===== src/rtl/rotate_addr_gen.sv =====
// Inverse-rotation source address generator for the block pixel reader.
// Walks the output raster and emits clamped source coordinates into the address FIFO.
module rotate_addr_gen #(
    parameter logic [10:0] FRAME_X = 11'd1920,
    parameter logic [10:0] FRAME_Y = 11'd1080,
    parameter int          FRAC    = 14
) (
    input  logic        clk,
    input  logic        rst_n,
    input  logic        start,
    input  logic [15:0] cos_val,
    input  logic [15:0] sin_val,
    input  logic [1:0]  frame_index_in,
    input  logic        addr_wr_almost_full,
    output logic [10:0] addr_x,
    output logic [10:0] addr_y,
    output logic [1:0]  base_addr_index,
    output logic        addr_wr_en,
    output logic        addr_oob,
    output logic        busy,
    output logic        frame_done
);

    typedef enum logic [1:0] {IDLE, INIT, RUN, DONE} state_t;

    localparam logic signed [31:0] CX   = 32'(FRAME_X >> 1);
    localparam logic signed [31:0] CY   = 32'(FRAME_Y >> 1);
    localparam logic signed [31:0] FX   = 32'(FRAME_X);
    localparam logic signed [31:0] FY   = 32'(FRAME_Y);
    localparam logic signed [31:0] HALF = 32'sd1 <<< (FRAC - 1);

    state_t             state;
    logic [15:0]        cos_r, sin_r;
    logic signed [31:0] xr, yr, x, y;
    logic [10:0]        u, v;

    logic signed [31:0] cos_w, sin_w, x0, y0;
    logic signed [31:0] xi, yi, xr_n, yr_n;
    logic [10:0]        x_cl, y_cl;
    logic               oob;

    assign cos_w = {{16{cos_r[15]}}, cos_r};
    assign sin_w = {{16{sin_r[15]}}, sin_r};

    // Once-per-frame start point: rotate the (0,0) output pixel about the centre
    assign x0 = (CX <<< FRAC) - cos_w * CX - sin_w * CY;
    assign y0 = (CY <<< FRAC) + sin_w * CX - cos_w * CY;

    assign xr_n = xr + sin_w;
    assign yr_n = yr + cos_w;

    assign xi = (x + HALF) >>> FRAC;
    assign yi = (y + HALF) >>> FRAC;

    always_comb begin
        x_cl = xi[10:0];
        y_cl = yi[10:0];
        if (xi < 0)
            x_cl = '0;
        else if (xi >= FX)
            x_cl = FRAME_X - 11'd1;
        if (yi < 0)
            y_cl = '0;
        else if (yi >= FY)
            y_cl = FRAME_Y - 11'd1;
        oob = (xi < 0) | (xi >= FX) | (yi < 0) | (yi >= FY);
    end

    always_ff @(posedge clk or negedge rst_n) begin
        if (!rst_n) begin
            state           <= IDLE;
            cos_r           <= '0;
            sin_r           <= '0;
            xr              <= '0;
            yr              <= '0;
            x               <= '0;
            y               <= '0;
            u               <= '0;
            v               <= '0;
            addr_x          <= '0;
            addr_y          <= '0;
            base_addr_index <= '0;
            addr_wr_en      <= 1'b0;
            addr_oob        <= 1'b0;
            busy            <= 1'b0;
            frame_done      <= 1'b0;
        end else begin
            addr_wr_en <= 1'b0;
            frame_done <= 1'b0;
            unique case (state)
                IDLE: begin
                    // A start coinciding with the frame_done pulse is dropped
                    if (start && !frame_done) begin
                        cos_r           <= cos_val;
                        sin_r           <= sin_val;
                        base_addr_index <= frame_index_in;
                        busy            <= 1'b1;
                        state           <= INIT;
                    end
                end
                INIT: begin
                    xr    <= x0;
                    x     <= x0;
                    yr    <= y0;
                    y     <= y0;
                    u     <= '0;
                    v     <= '0;
                    state <= RUN;
                end
                RUN: begin
                    if (!addr_wr_almost_full) begin
                        addr_x     <= x_cl;
                        addr_y     <= y_cl;
                        addr_oob   <= oob;
                        addr_wr_en <= 1'b1;
                        if (u == FRAME_X - 11'd1) begin
                            u <= '0;
                            if (v == FRAME_Y - 11'd1) begin
                                state <= DONE;
                            end else begin
                                v  <= v + 11'd1;
                                xr <= xr_n;
                                x  <= xr_n;
                                yr <= yr_n;
                                y  <= yr_n;
                            end
                        end else begin
                            u <= u + 11'd1;
                            x <= x + cos_w;
                            y <= y - sin_w;
                        end
                    end
                end
                DONE: begin
                    busy       <= 1'b0;
                    frame_done <= 1'b1;
                    state      <= IDLE;
                end
            endcase
        end
    end

endmodule


===== config.mk =====
export PLATFORM = sky130hd
export DESIGN_NAME = rotate_addr_gen
export DESIGN_NICKNAME = d
export VERILOG_FILES = /design/src/rtl/rotate_addr_gen.sv
export SDC_FILE = /design/constraint.sdc
export NUM_CORES = 1
export LEC_CHECK = 0
export CAP_MARGIN = 20
export CELL_PAD_IN_SITES_DETAIL_PLACEMENT = 1
export CELL_PAD_IN_SITES_GLOBAL_PLACEMENT = 1
export CORE_MARGIN = 1.5
export CORE_UTILIZATION = 53
export DETAILED_ROUTE_END_ITERATION = 7
export GPL_ROUTABILITY_DRIVEN = 0
export GPL_TIMING_DRIVEN = 1
export HOLD_SLACK_MARGIN = 0.08
export PLACE_DENSITY_LB_ADDON = 0.12
export SLEW_MARGIN = 25
export SYNTH_ARGS = -nofsm -noshare
export SYNTH_HDL_FRONTEND = slang
export SYNTH_SLANG_ARGS = --single-unit

===== constraint.sdc =====
create_clock -name clk -period 13.75 [get_ports clk]
set_input_delay 1.375 -clock clk [delete_from_list [all_inputs] [get_ports clk]]
set_output_delay 1.375 -clock clk [all_outputs]
set_load 0.01 [all_outputs]

==> metrics, run 1 <==
hold-fix buffers at CTS 0; post-CTS sizing 0; EDFF count, synth 0; Critical Path Most Common Cell ha_1; Pint 1520 uW; async set-reset flop share out of synthesis 1.00; global-route wire length before repair ~150 mm; row count 82; total global routing track utilization 0.361; Max Slew Vio Count 0; DR vias/cell about 6.3; most area-consuming cells after synthesis dfrtp_1 (20%), ha_1 (18%), fa_1 (8.1%); DIE HEIGHT around 230 um; relative slew slack 0.304; die area around 52000 um^2; Post-Synthesis Cell Area 27000 um^2; Critical Path Max Stage Delay roughly 0.74 ns; chip width between 200 and 250 um; share of cells above drive strength 1 0.0556; Fin Clk Skew 0.0441 ns; Clk Latency, worst-skew pair about 0.62 ns; Routed WL per cell ~24 um; Fin. Hold Viols 0; ANT cells 0; VDD IR max around 0.087 mV; Yosys top cell by area dfrtp_1; P_sw between 800 and 900 uW; fin crit period just under 8 ns; Comb pwr share 0.327; Critical Path Source Type register; Fmax approximately 130 MHz; register clock-pin slew on the reported worst setup and hold paths around 0.060 ns; Clock Power Share 0.344; fillers 6009; final wirelength 94.4 mm; Final WS setup roughly 6 ns; Max Cap Viol 0; Crit path required time 14.24 ns; Initial Utilization 0.537; pre-CTS setup slack around 6 ns; area of the core about 50000 um^2; Mapped Cells between 3000 and 4000; area delta synth->final 8.99%; # clock sinks 212; CTS Buf Count 28; Avg Synthesized Cell Area 8.30 um^2; P_leak around 0.014 uW; largest net degree at the start of global routing 99; Crit path max-delay family compound AO/OA/AOI/OAI gates; final core utilization 0.586; Net Sw Frac 0.361; Final Cycle Share 0.569; synth warn 0; root buf cell clkbuf_16; CP arrival ~8.3 ns; setup tns final 0 ns; RSZ-0062 raised after global routing no; Iteration-0 DRC Markers about 1400; initial antenna violation count 1; Pwr per Cell Area ~80 nW/um^2; post-synth top area share 0.197; grt ovf 0; H-tree levels 1; Port Buffers 65; Design Area, Final 29400 um^2; vias in the first global route ~27000; WHS 0.477 ns; io pins 66; CP Capture Type register; Syn Nets between 3000 and 4000; setup bufs post-CTS 0; CTS tree yes; dpl cell area roughly 28000 um^2; Post-layout nets approximately 3800; Antenna Nets Post-Route 0; Post-synth top flop dfrtp_1; crit path max fanout 7; final setup fails 0; Tightest Pin Transition 1.04 ns; outcome completed; post-synth cell types 102; slowest CP cell o41ai_1; most common cell in the netlist ha_1; worst min path class register to register; Flop pwr share 0.329; DRT Pass-1 Iters 5; CTS max path bufs 3; # DRC 0; register area share after synthesis 0.197; Bufs and invs on worst path 2; leading cell types by count after synthesis ha_1 (394), inv_1 (392), nand2_1 (278); kind of critical path register to register; #FFs+latches synth approximately 210; Via Count between 20000 and 25000; DP Wirelength 73.2 mm
[kinds of logic (layout without fill, tap and decap cells)]
kind of cell / Yosys count / after routing / synth area share
AO/OA/AOI/OAI: 928 / 928 / 0.224
XOR/XNOR: 252 / 252 / 0.0824
adder cells (fa/ha/maj): 503 / 503 / 0.264
buffers and inverters: 476 / 540 / 0.0674
flip-flops: 212 / 212 / 0.197
multiplexers: 58 / 58 / 0.0233
AND/OR/NAND/NOR: 818 / 818 / 0.142
[worst reg2reg max path, cell delays in order, from the launching register on]
cell	delay, ns
dfrtp_1	0.55
inv_1	0.27
fa_1	0.61
inv_1	0.06
ha_1	0.28
ha_1	0.32
ha_1	0.31
a21o_1	0.18
a21oi_1	0.29
o21bai_1	0.11
a21oi_1	0.26
o21ba_2	0.18
o21ai_0	0.12
o41ai_1	0.74
o2111ai_1	0.23
o211ai_1	0.18
o21ai_0	0.17
xnor2_1	0.25
ha_1	0.28
ha_1	0.41
and3_1	0.25
o211ai_1	0.12
o21ai_0	0.18
a21oi_1	0.06
a41oi_1	0.72
nor2_1	0.17
or3_1	0.42
[stage by stage]
stage | instances | power [uW]
after global placement | 3931 | 1510
after global routing | 3983 | 2480
after floorplan | 3247 | 1310
after CTS | 3983 | 2370
final | 3983 | 2370
after detailed placement | 3931 | 1540
[flip-flops by register name, summed over array words and instances, names as in the netlist]
name             cells
addr_wr_en           1
u                   11
state                2
addr_x              11
x                   32
frame_done           1
xr                  32
yr                  32
y                   32
v                   11
busy                 1
addr_y              11
cos_r               16
base_addr_index      2
sin_r               16
addr_oob             1
[placed cells by master (no fill, tap or decap), types with 30 or more instances in the layout]
master	Yosys	final
nand3_1	75	75
ha_1	394	393
xor2_1	99	99
inv_1	392	392
mux2_2	39	39
fa_1	109	109
clkdlybuf4s50_1	0	64
or3_1	30	30
a21oi_1	263	262
nand2_1	278	278
a211oi_1	35	35
nor2_1	222	220
o211ai_1	38	38
xnor2_1	152	152
a31oi_1	50	50
a21o_1	93	93
nor3_1	43	43
o21ai_0	206	206
dfrtp_1	212	211
o21bai_1	38	38
o21a_1	39	39
[final timing paths]
check	from	to	slack (ns)	cells after the start
max	sin_r[3]$_DFFE_PN0P_	x[31]$_DFFE_PN0P_	5.93	26
min	addr_x[6]$_DFFE_PN0P_	addr_x[6]$_DFFE_PN0P_	0.48	1
max reg2reg	sin_r[3]$_DFFE_PN0P_	x[31]$_DFFE_PN0P_	5.93	26
min reg2reg	addr_x[6]$_DFFE_PN0P_	addr_x[6]$_DFFE_PN0P_	0.48	1
max in group asynchronous	rst_n	cos_r[15]$_DFFE_PN0P_	10.78	3
min in group asynchronous	rst_n	addr_y[2]$_DFFE_PN0P_	0.75	1
[power by group through the flow]
| stage | Combinational [uW] | Sequential, uW | Clock (uW) |
|---|---|---|---|
| CTS | 771 | 777 | 824 |
| finish | 776 | 781 | 818 |
| detailed placement | 756 | 788 | 0 |
| global placement | 722 | 783 | 0 |
| global route | 849 | 787 | 841 |
| floorplan | 554 | 756 | 0 |
[area by class of cell]
class | count | area (um^2) | share of cell area
Inverter | 395 | 1480 | 0.0505
Clock buffer | 39 | 812 | 0.0276
Timing Repair Buffer | 93 | 866 | 0.0295
Sequential cell | 212 | 5310 | 0.181
Clock inverter | 13 | 196 | 0.00669
Tap cell | 672 | 841 | 0.0286
Multi-Input combinational cell | 2559 | 19900 | 0.677
[metal layers]
layer | wire (um) | part of all wire | track usage | vias to the layer above
met3 | 5830 | 0.062 | 0.0593 | 208
met1 | 39500 | 0.42 | 0.448 | 12600
met4 | 4030 | 0.043 | 0.149 | 2
li1 | - | - | - | 11400
met2 | 45000 | 0.48 | 0.620 | 707
met5 | 9 | 0.000095 | 0 | -
No activity file was read; power rests on OpenSTA's default activity.
==> inputs of run 2 (changes only) <==
--- a/config.mk
+++ b/config.mk
@@ -9,7 +9,7 @@
 export CELL_PAD_IN_SITES_DETAIL_PLACEMENT = 1
 export CELL_PAD_IN_SITES_GLOBAL_PLACEMENT = 1
 export CORE_MARGIN = 1.5
-export CORE_UTILIZATION = 53
+export CORE_UTILIZATION = 45
 export DETAILED_ROUTE_END_ITERATION = 7
 export GPL_ROUTABILITY_DRIVEN = 0
 export GPL_TIMING_DRIVEN = 1
==> constraint.sdc (replaced) <==
create_clock -name clk -period 6.9 [get_ports clk]
set_input_delay 0.69 -clock clk [delete_from_list [all_inputs] [get_ports clk]]
set_output_delay 0.69 -clock clk [all_outputs]
set_load 0.01 [all_outputs]
==> run 2 against run 1 <==
The run now ends with design-rule violations left. Critical path depth is 2 higher. Highest routed layer is now met4. Largest cell class unchanged. Clock skew is 0.024 ns lower. First-iteration DRC count is 4.3% lower. Power is 96% higher. Non-clock buffer count is 66 higher. Combinational power is 92% higher. Sequential cell count stayed put. Setup slack worse by 5.6 ns. Utilization is 7.6 points lower. Cell area is 2.5% higher. Largest power group unchanged.
==> metrics, run 2 (synthesis results as in run 1) <==
outcome finished, violations left; failing checks design-rule violations; worst min path class primary input to async pin; Critical Path Most Common Cell ha_1; CP Capture Type register; # clock sinks 212 (unchanged); Pint 3020 uW (+99%); Fin. Hold Viols 0 (unchanged); Via Count 24500 (-1.9%); final setup fails 0 (unchanged); DR vias/cell 5.90 (-5.8%); total global routing track utilization 0.306 (-0.0551); Antenna Nets Post-Route 0 (unchanged); Fin Clk Skew 0.0202 ns (-0.0239 ns); Final Cycle Share 0.956 (+0.388); largest net degree at the start of global routing 81 (-18%); CTS max path bufs 3 (unchanged); Comb pwr share 0.321 (-0.006); Critical Path Max Stage Delay 0.56 ns (-0.18 ns); Worst R2R Setup Slack 0.30 ns (-5.63 ns); kind of critical path register to register; Max Cap Viol 0 (unchanged); Iteration-0 DRC Markers 1342 (-4.3%); Clk Latency, worst-skew pair 0.61 ns (about the same); Design Area, Final 30100 um^2 (+2.5%); area delta synth->final 11.7%; Critical Path Source Type register; DIE HEIGHT 248 um (+8.4%); chip width 248 um (+8.4%); initial antenna violation count 2 (+1); Net Sw Frac 0.352 (-0.00928); most frequent cells in the layout ha_1 (392), inv_1 (389), nand2_1 (278); H-tree levels 1 (unchanged); register clock-pin slew on the reported worst setup and hold paths 0.07 ns (about the same); share of cells above drive strength 1 0.0806 (+0.0250); io pins 66 (unchanged); fillers 7073 (+18%); root buf cell clkbuf_16; Routed WL per cell 22.5 um (-5.0%); Initial Utilization 0.456 (-0.0814); area of the core 59100 um^2 (+18%); RSZ-0062 raised after global routing yes; WHS 0.0801 ns (-0.397 ns); # DRC 6 (+6); Fmax 152 MHz (+18%); Flop pwr share 0.329 (about the same); Tightest Pin Transition 0.999 ns (-0.0414 ns); dpl cell area 28900 um^2 (+1.9%); Max Slew Vio Count 0 (unchanged); global-route wire length before repair 146 mm (-2.2%); reg-to-reg startpoint sin_r[1]$_DFFE_PN0P_; final wirelength 93.4 mm (-1.0%); die area 61400 um^2 (+18%); Port Buffers 65 (unchanged); CP arrival 7.09 ns (-1.22 ns); Post-layout nets 3896 (+1.7%); Clock Power Share 0.351 (+0.007); final core utilization 0.509 (-0.0763); Power, Total 4660 uW (+96%); P_leak 0.0148 uW (+2.2%); ANT cells 0 (unchanged); vias in the first global route 25900 (-4.0%); CTS Buf Count 28 (unchanged); row count 89 (+8.5%); fin crit period 6.60 ns (-1.22 ns); relative slew slack 0.332 (+0.0277); crit path max fanout 6 (-1); setup tns final 0 ns (unchanged); Pwr per Cell Area 155 nW/um^2 (+92%); Crit path required time 7.39 ns (-6.85 ns); CTS tree yes; Crit. Startpoint sin_r[1]$_DFFE_PN0P_; slowest CP cell fa_1; P_sw 1640 uW (+91%); DRT Pass-1 Iters 8 (+3); most common cell after layout, fill and taps aside ha_1; DP Wirelength 73.5 mm (+0.44%); Worst Setup EP x[31]$_DFFE_PN0P_; Reg-to-Reg End x[31]$_DFFE_PN0P_; grt ovf 0 (unchanged); FF-to-FF path depth 28 (+7.7%); VDD IR max 0.217 mV (+150%)
==> run 2: changes by cell type in the layout (fill, tap and decap cells not counted), sizes merged <==
cell and delta:
clkbuf -2, inv -2, clkinv -2, clkinvlp +3, bufinv +1, buf +66
==> run 2: timing repair <==
item,in CTS,in global routing
pin swaps,0,15
buffers inserted,0,11
endpoints found under the setup margin,6,33
hold buffers,0,0
endpoints found under the hold margin,0,0
resized for setup,4,31
==> run 2: per-stage QoR <==
stage                     worst slack [ns]  cells
after floorplan                      0.147   3247
after global placement              0.0655   4086
after detailed placement            -0.144   4086
after CTS                          0.00645   4136
after global routing                -0.107   4148
final                                0.301   4148
==> run 2: cell type report <==
class	instances	area, um^2	area share
multi-input cells	2559	20000	0.663
repair buffers	159	1380	0.0459
clock buffers	37	774	0.0257
well taps	773	967	0.0321
flip-flops and latches	212	5310	0.176
inverters	395	1490	0.0495
clock inverters	13	220	0.00731
==> run 2: worst min-delay path by stage <==
stage          cells after the start                   start                endpoint
2_1_floorplan                      0                   rst_n    addr_oob$_DFFE_PN0P_
3_3_place_gp                       2      xr[13]$_DFFE_PN0P_      xr[13]$_DFFE_PN0P_
3_5_place_dp                       2  addr_y[10]$_DFFE_PN0P_  addr_y[10]$_DFFE_PN0P_
4_1_cts                            1                   rst_n      yr[16]$_DFFE_PN0P_
5_1_grt                            1                   rst_n      yr[16]$_DFFE_PN0P_
6_report                           1                   rst_n      yr[16]$_DFFE_PN0P_
==> run 2: layer usage <==
layer,wire [um],vias to the layer above,GRT usage
met5,0,-,0
met3,4000,139,0.0298
li1,-,11600,-
met4,2870,0,0.0895
met2,44100,452,0.526
met1,42400,12300,0.405
==> run 2: power by group through the flow <==
stage               clock [uW]  combinational (uW)  sequential, uW
floorplan                    0                1100            1510
global placement             0                1410            1540
detailed placement           0                1470            1550
CTS                       1670                1490            1530
global route              1710                1680            1560
finish                    1640                1490            1530
==> run 2: worst max-delay path, delay by kind of cell (launching register included) <==
kind / cells / cell delay (ns)
AO/OA/AOI/OAI: 14 / 2.35
adder cells (fa/ha/maj): 7 / 2.30
buffers and inverters: 3 / 0.42
flip-flops: 1 / 0.42
multiplexers: 1 / 0.31
AND/OR/NAND/NOR: 3 / 0.67
==> inputs of run 3 (changes only) <==
--- a/config.mk
+++ b/config.mk
@@ -15,7 +15,7 @@
 export GPL_TIMING_DRIVEN = 1
 export HOLD_SLACK_MARGIN = 0.08
 export PLACE_DENSITY_LB_ADDON = 0.12
-export SLEW_MARGIN = 25
+export SLEW_MARGIN = 0
 export SYNTH_ARGS = -nofsm -noshare
 export SYNTH_HDL_FRONTEND = slang
 export SYNTH_SLANG_ARGS = --single-unit
==> run 3 against run 2 <==
The flow still finishes with violations (design-rule violations). Power hardly changed. Global-route usage is the same. Critical path depth did not move. Wire length down 0.29%. Critical path type unchanged. Largest cell class unchanged.
==> metrics, run 3 (synthesis results as in run 1) <==
Via Count 24500 (-0.020%); DRT Pass-1 Iters 8 (unchanged); Tightest Pin Transition 1.01 ns (+0.00754 ns); # clock sinks 212 (unchanged); grt ovf 0 (unchanged); Reg-to-Reg End x[25]$_DFFE_PN0P_; die area 61400 um^2 (unchanged); CTS max path bufs 3 (unchanged); kind of critical path register to register; # DRC 6 (unchanged); slowest CP cell fa_1; final wirelength 93.1 mm (-0.29%); Critical Path Max Stage Delay 0.56 ns (about the same); hold-fix buffers at CTS 0 (unchanged); Power, Total 4660 uW (about the same); ANT cells 0 (unchanged); multi-input logic area 20000 um^2 (unchanged); Antenna Nets Post-Route 0 (unchanged); VDD IR max 0.214 mV (-1.1%); Max Slew Vio Count 0 (unchanged); share of cells above drive strength 1 0.0803 (-0.000272); DIE HEIGHT 248 um (unchanged); Fin Clk Skew 0.0176 ns (-0.00262 ns); crit path max fanout 4 (-2); Clk Latency, worst-skew pair 0.61 ns (about the same); Max Cap Viol 0 (unchanged); Crit path required time 7.33 ns (-0.06 ns); CP arrival 7.04 ns (-0.05 ns); worst min path class primary input to async pin; relative slew slack 0.327 (-0.00504); DP Wirelength 73.5 mm (unchanged); global-route wire length before repair 146 mm (unchanged); Critical Path Most Common Cell ha_1; Register Area 5310 um^2 (unchanged); fin crit period 6.61 ns (+0.00823 ns); CTS tree yes; FF-to-FF path depth 28 (unchanged); reg-to-reg startpoint sin_r[1]$_DFFE_PN0P_; Routed WL per cell 22.5 um (-0.26%); RSZ-0062 raised after global routing yes; vias in the first global route 25900 (unchanged); failing checks design-rule violations; Post-layout nets 3895 (-0.026%); fillers 7079 (+0.085%); Worst R2R Setup Slack 0.29 ns (about the same); H-tree levels 1 (unchanged); most common cell after layout, fill and taps aside ha_1; chip width 248 um (unchanged); root buf cell clkbuf_16; Fin. Hold Viols 0 (unchanged); area of the core 59100 um^2 (unchanged); Final Cycle Share 0.958 (+0.00119); DR vias/cell 5.90 (about the same); placed insts 4086 (unchanged); row count 89 (unchanged); Port Buffers 65 (unchanged); CTS Buf Count 28 (unchanged); Fmax 151 MHz (-0.12%); most frequent cells in the layout ha_1 (392), inv_1 (389), nand2_1 (278); final setup fails 0 (unchanged); setup tns final 0 ns (unchanged); Critical Path Source Type register; initial antenna violation count 2 (unchanged); Post-Layout Cell Count 4147 (-0.024%); P_leak 0.0148 uW (about the same); Pwr per Cell Area 155 nW/um^2 (about the same); outcome finished, violations left; Iteration-0 DRC Markers 1386 (+3.3%); area delta synth->final 11.6% (about the same); CP Capture Type register; Initial Utilization 0.456 (unchanged); register clock-pin slew on the reported worst setup and hold paths 0.07 ns (about the same); largest net degree at the start of global routing 81 (unchanged); total global routing track utilization 0.306 (unchanged); io pins 66 (unchanged)
==> run 3: what timing repair did <==
item	CTS	global route
gates cloned	0	0
endpoints found under the setup margin	6	33
pin swaps	0	15
gates resized for setup	4	31
buffers inserted	0	11
==> run 3: layout make-up <==
cell class	instances	area share
clock buffer	37	0.0257
clock inverter	13	0.00732
inverter	395	0.0496
multi-input combinational	2559	0.664
sequential	212	0.176
tap	773	0.0321
timing repair buffer	158	0.0450
==> run 3: metal layers <==
metal / track usage / vias up / wire length (um)
li1: - / 11600 / -
met1: 0.405 / 12200 / 42200
met2: 0.526 / 504 / 43900
met3: 0.0298 / 137 / 4210
met4: 0.0895 / 0 / 2810
met5: 0 / - / 0
==> run 3: per-stage QoR <==
step / util / worst slack, ns / hold WS (ns) / cell area (um^2)
2_1_floorplan: - / 0.147 / 0.394 / 27000
3_5_place_dp: 0.489 / -0.144 / 0.470 / 28900
4_1_cts: 0.506 / 0.00645 / 0.108 / 29900
6_report: 0.509 / 0.293 / 0.0837 / 30100
3_3_place_gp: 0.489 / 0.0655 / 0.459 / 28900
5_1_grt: 0.509 / -0.107 / 0.135 / 30100
==> run 3: power by group <==
part / switching (uW) / internal (uW) / leakage (uW)
logic: 819 / 674 / 0.0116
registers: 163 / 1370 / 0.00272
clock network: 657 / 974 / 0.000482
==> run 3: worst max-delay path by stage <==
stage | from | to | slack (ns) | cells past startpoint
after global routing | sin_r[1]$_DFFE_PN0P_ | y[29]$_DFFE_PN0P_ | -0.11 | 29
after global placement | sin_r[2]$_DFFE_PN0P_ | x[31]$_DFFE_PN0P_ | 0.07 | 28
after detailed placement | sin_r[2]$_DFFE_PN0P_ | x[31]$_DFFE_PN0P_ | -0.14 | 28
after CTS | sin_r[2]$_DFFE_PN0P_ | x[31]$_DFFE_PN0P_ | 0.006 | 28
final | sin_r[1]$_DFFE_PN0P_ | x[25]$_DFFE_PN0P_ | 0.29 | 28
after floorplan | cos_r[15]$_DFFE_PN0P_ | y[29]$_DFFE_PN0P_ | 0.15 | 25
==> run 3: worst max-delay path, delay by kind of cell, from the launching register on <==
| family | cells | cell delay (ns) |
|---|---|---|
| AO/OA/AOI/OAI | 15 | 2.69 |
| adder cells (fa/ha/maj) | 7 | 2.33 |
| AND/OR/NAND/NOR | 3 | 0.45 |
| flip-flops | 1 | 0.43 |
| multiplexers | 1 | 0.28 |
| buffers and inverters | 2 | 0.23 |
